===== config.mk =====
export PLATFORM = sky130hd
export DESIGN_NAME = mem_port_arbiter
export DESIGN_NICKNAME = d
export VERILOG_FILES = /design/src/rtl/mem_port_arbiter.sv
export SDC_FILE = /design/constraint.sdc
export NUM_CORES = 1
export LEC_CHECK = 0
export CORE_UTILIZATION = 48
export DETAILED_ROUTE_END_ITERATION = 10
export GPL_TIMING_DRIVEN = 0
export PLACE_DENSITY = 0.79
export REMOVE_ABC_BUFFERS = 1
export SLEW_MARGIN = 20
export SYNTH_ARGS = -nofsm -noshare
export SYNTH_HDL_FRONTEND = slang
export SYNTH_SLANG_ARGS = --single-unit

===== constraint.sdc =====
create_clock -name clk -period 18.86 [get_ports clk]
set_clock_uncertainty 0.15 [all_clocks]
set_input_delay 5.658 -clock clk [delete_from_list [all_inputs] [get_ports clk]]
set_output_delay 5.658 -clock clk [all_outputs]
set_load 0.05 [all_outputs]

===== src/rtl/mem_port_arbiter.sv =====
// mem_port_arbiter: round-robin sharing of one pulse-request memory port between two requesters
module mem_port_arbiter #(
  parameter int unsigned TIMEOUT_CYCLES = 1024
) (
  input  logic        clk,
  input  logic        rst,
  input  logic        m0_request_enable,
  input  logic        m0_mode,
  input  logic [31:0] m0_addr,
  input  logic [31:0] m0_wdata,
  input  logic [3:0]  m0_wstrb,
  output logic        m0_response_enable,
  output logic [31:0] m0_data,
  input  logic        m1_request_enable,
  input  logic        m1_mode,
  input  logic [31:0] m1_addr,
  input  logic [31:0] m1_wdata,
  input  logic [3:0]  m1_wstrb,
  output logic        m1_response_enable,
  output logic [31:0] m1_data,
  output logic        mem_request_enable,
  output logic        mem_mode,
  output logic [31:0] mem_addr,
  output logic [31:0] mem_wdata,
  output logic [3:0]  mem_wstrb,
  input  logic        mem_response_enable,
  input  logic [31:0] mem_data,
  output logic        err_timeout,
  output logic        err_overflow
);
  typedef enum logic {IDLE, WAIT} state_t;
  state_t state, state_n;
  logic [1:0] req, v, clr, rq_mode, s_mode;
  logic [1:0][31:0] rq_addr, rq_wdata, s_addr, s_wdata;
  logic [1:0][3:0] rq_wstrb, s_wstrb;
  logic [31:0] cnt;
  logic last_grant, owner, gnt, issue, finish, tmo, done;
  assign req = {m1_request_enable, m0_request_enable};
  assign rq_mode = {m1_mode, m0_mode};
  assign rq_addr = {m1_addr, m0_addr};
  assign rq_wdata = {m1_wdata, m0_wdata};
  assign rq_wstrb = {m1_wstrb, m0_wstrb};
  assign done = finish | tmo;
  assign clr = {done & owner, done & ~owner};
  // Next-state and grant decision; a tie goes to the port not granted last
  always_comb begin
    state_n = state;
    issue = 1'b0;
    finish = 1'b0;
    tmo = 1'b0;
    gnt = (v[0] && v[1]) ? ~last_grant : v[1];
    if (state == IDLE) begin
      issue = |v;
      state_n = issue ? WAIT : IDLE;
    end else begin
      finish = mem_response_enable;
      tmo = !mem_response_enable && TIMEOUT_CYCLES != 0 && cnt == TIMEOUT_CYCLES;
      state_n = (finish || tmo) ? IDLE : WAIT;
    end
  end
  // State register
  always_ff @(posedge clk)
    state <= rst ? IDLE : state_n;
  // Pending slots load only when empty; a request in the clearing cycle sees the slot full
  always_ff @(posedge clk)
    for (int k = 0; k < 2; k++)
      if (rst) v[k] <= 1'b0;
      else if (clr[k]) v[k] <= 1'b0;
      else if (req[k] && !v[k]) begin
        v[k] <= 1'b1;
        s_mode[k] <= rq_mode[k];
        s_addr[k] <= rq_addr[k];
        s_wdata[k] <= rq_wdata[k];
        s_wstrb[k] <= rq_wstrb[k];
      end
  // Downstream issue, response routing, timeout counter and error pulses
  always_ff @(posedge clk)
    if (rst) begin
      mem_request_enable <= 1'b0;
      mem_mode <= 1'b0;
      mem_addr <= '0;
      mem_wdata <= '0;
      mem_wstrb <= '0;
      m0_response_enable <= 1'b0;
      m1_response_enable <= 1'b0;
      m0_data <= '0;
      m1_data <= '0;
      err_timeout <= 1'b0;
      err_overflow <= 1'b0;
      owner <= 1'b0;
      last_grant <= 1'b1;
      cnt <= '0;
    end else begin
      mem_request_enable <= issue;
      if (issue) begin
        mem_mode <= s_mode[gnt];
        mem_addr <= s_addr[gnt];
        mem_wdata <= s_wdata[gnt];
        mem_wstrb <= s_wstrb[gnt];
        owner <= gnt;
      end
      cnt <= issue ? '0 : (state == WAIT && TIMEOUT_CYCLES != 0) ? cnt + 32'd1 : cnt;
      m0_response_enable <= done && !owner;
      m1_response_enable <= done && owner;
      if (done && !owner) m0_data <= tmo ? '0 : mem_data;
      if (done && owner) m1_data <= tmo ? '0 : mem_data;
      last_grant <= finish ? owner : last_grant;
      err_timeout <= tmo;
      err_overflow <= |(req & v);
    end
endmodule


==> flow_summary.toml <==
[final_layout]
final_cell_mix = "clkdlybuf4s50_1, dfxtp_1, nand2_1, edfxtp_1, a21oi_1"
nNetsFinal = 1452
synthToLayoutAreaGrowth_pct = 42.6
final_util_pct = 69.7
fin_area_um2 = 16300
drive_gt1_share_pct = 8.23
num_antenna_cells = 0
layout_commonest_cell = "clkdlybuf4s50_1"
nFillCells = 1653
instances_no_fill = 1619

[min_path]
hold_path_end = "mem_wdata[3]"
hold_class = "reg -> reg"
hold_depth = 2
hold_path_startpoint = "mem_wdata[3]"

[die]
fp-row-count = 56
die_area_um2 = 24400
start_util_pct = 48.9
io_pins = 313
die_h_um = 156
core-area_um2 = 23400
die_x_um = 156

[routing]
drtIter0Drc = 436
vias = 8811
vias_per_cell = 5.44
dr.pass1.iters = 4
wl_per_cell_um = 19.3
drc_errors = 0
drt-total-wl_mm = 31.2
ant_nets = 0

[place]
dp.cells = 1558
place_area_um2 = 15200
dp_slack_ns = 9.75
numPortBuffers = 312
place_congestion = 0.768
hpwl_mm = 21.6

[cts]
cts.repair.resized = 0
cts_tree = "built"
cts-root-buf = "clkbuf_16"
clockBufferDepth = 3
clk_latency_ns = 0.50
cts_setup_buffers = 0
numCtsBuffers = 34
path_clk_slew_ns = 0.06
cts_sinks = 313
h-tree-depth = 2
cts_hold_buf = 0

[critical_path]
cp.arrival_ns = 8.65
start_kind = "input port"
crit_type = "in -> reg"
worst-r2r-setup-slack_ns = 15.04
critPathRequiredTime_ns = 18.91
crit_path_end_kind = "register"
reg2reg_depth = 13
cp_max_fo = 7
crit_path_start = "mem_response_enable"
r2r_end = "s_addr[30]"
rr_startpoint = "cnt[0]"

[global_routing]
grt_pass1_vias = 8652
antenna_found_initial = 1
grt_pass1_wl_mm = 47.0
grt_start_max_net_pins = 64
grt_usage_pct = 24.8
grt_overflow_total = 0

[yosys]
synth.cell_area_um2 = 11400
synthesis.instances = 954
synth.yosys.seq_area_share_pct = 66.9
synth-async-reset-ratio_pct = 0
synth_ff_type = "dfxtp_1"
syn_avg_cell_area_um2 = 12.0
synth_seq_cells = 313
yosys_warnings = 0
synth.distinct_cells = 45
synth_edf_count = 138

[timing]
maxSlewViolCount = 0
fin_ws_ns = 10.26
rsz0062_at_grt = "false"
holdWs_ns = 0.300
period_minus_slack_ns = 8.60
timing.final.crit_share_pct = 45.6
slew_headroom_pct = 44.9
tightest_slew_ns = 0.827
fin_tns_setup_ns = 0
final_hold_viol_count = 0
timing.fmax_ghz = 0.116
setup_violations = 0

[power_and_ir_drop]
ir_drop_mv = 0.0632
total_power_mw = 1.65
p_per_area_nw_per_um2 = 101
p_leak_nw = 5.52

[run]
cap_violations = 0

[outcome]
status = "complete, no violations"
[worst max-delay path by stage]
| stage | to | slack (ns) | cells after the start |
|---|---|---|---|
| floorplan | s_addr[32] | 0.07 | 2 |
| CTS | s_wdata[4] | 10.26 | 10 |
| finish | s_addr[30] | 10.26 | 10 |
| detailed placement | s_wdata[11] | 9.75 | 10 |
| global route | s_addr[30] | 10.13 | 10 |
| global placement | s_wdata[11] | -10.72 | 3 |
[logic make-up after synthesis]
| logic type | synth area share [%] |
|---|---|
| adders and majority gates | 0.219 |
| muxes | 6.13 |
| buffers and inverters | 2.89 |
| AOI/OAI and AO/OA | 13.5 |
| DFF | 66.9 |
| xor gates and xnor gates | 0.919 |
| and+or+nand+nor | 9.52 |
[worst max-delay path: stages]
cell and delay, ns:
clkdlybuf4s50_1 0.48, o21bai_4 0.27, a2111oi_2 0.68, buf_2 0.31, buf_2 0.24, buf_2 0.22, buf_4 0.18, buf_2 0.19
buf_2 0.22, buf_2 0.19
[Yosys cell counts (10+ instances only)]
cell type,number,area [µm²]
dfxtp_1,175,3500
nand2_1,144,541
edfxtp_1,138,4140
a21oi_1,82,410
o21ai_0,76,380
mux2i_1,70,701
a311oi_1,64,561
clkbuf_1,55,206
nor2_1,19,71.3
o31ai_1,12,90.1
or4_1,12,90.1
nand3_1,10,50.1
[cell type report]
type                            instances  area [µm²]  area share (%)
Clock buffer                           46         937            5.75
Clock inverter                         15         145           0.890
Inverter                                8        30.0           0.184
Multi-Input combinational cell        562        3530            21.6
Sequential cell                       313        7650            46.9
Tap cell                              319         399            2.45
Timing Repair Buffer                  356        3620            22.2
[layer usage]
layer	GRT usage, %	up-vias	part of all wire, %
met2	41.2	375	47
met3	9.75	57	11
met1	29.1	4183	38
li1	-	4196	-
met4	8.87	0	2.9
met5	0	-	0
[sequential cells by signal, summed over array words and instances, names as in the netlist]
register            cells
s_wdata                64
s_mode                  2
state                   1
m1_response_enable      1
last_grant              1
v                       2
mem_request_enable      1
cnt                    32
mem_addr               32
s_addr                 64
m1_data                32
m0_data                32
mem_mode                1
err_timeout             1
s_wstrb                 8
owner                   1
mem_wstrb               4
m0_response_enable      1
mem_wdata              32
err_overflow            1
[where the power goes]
part,switching [mW],leakage [nW],internal [mW]
registers,0.0156,2.70,0.744
logic,0.144,2.29,0.0982
clock network,0.255,0.530,0.389
total,0.414,5.52,1.23
No activity file was read; power rests on OpenSTA's default activity.
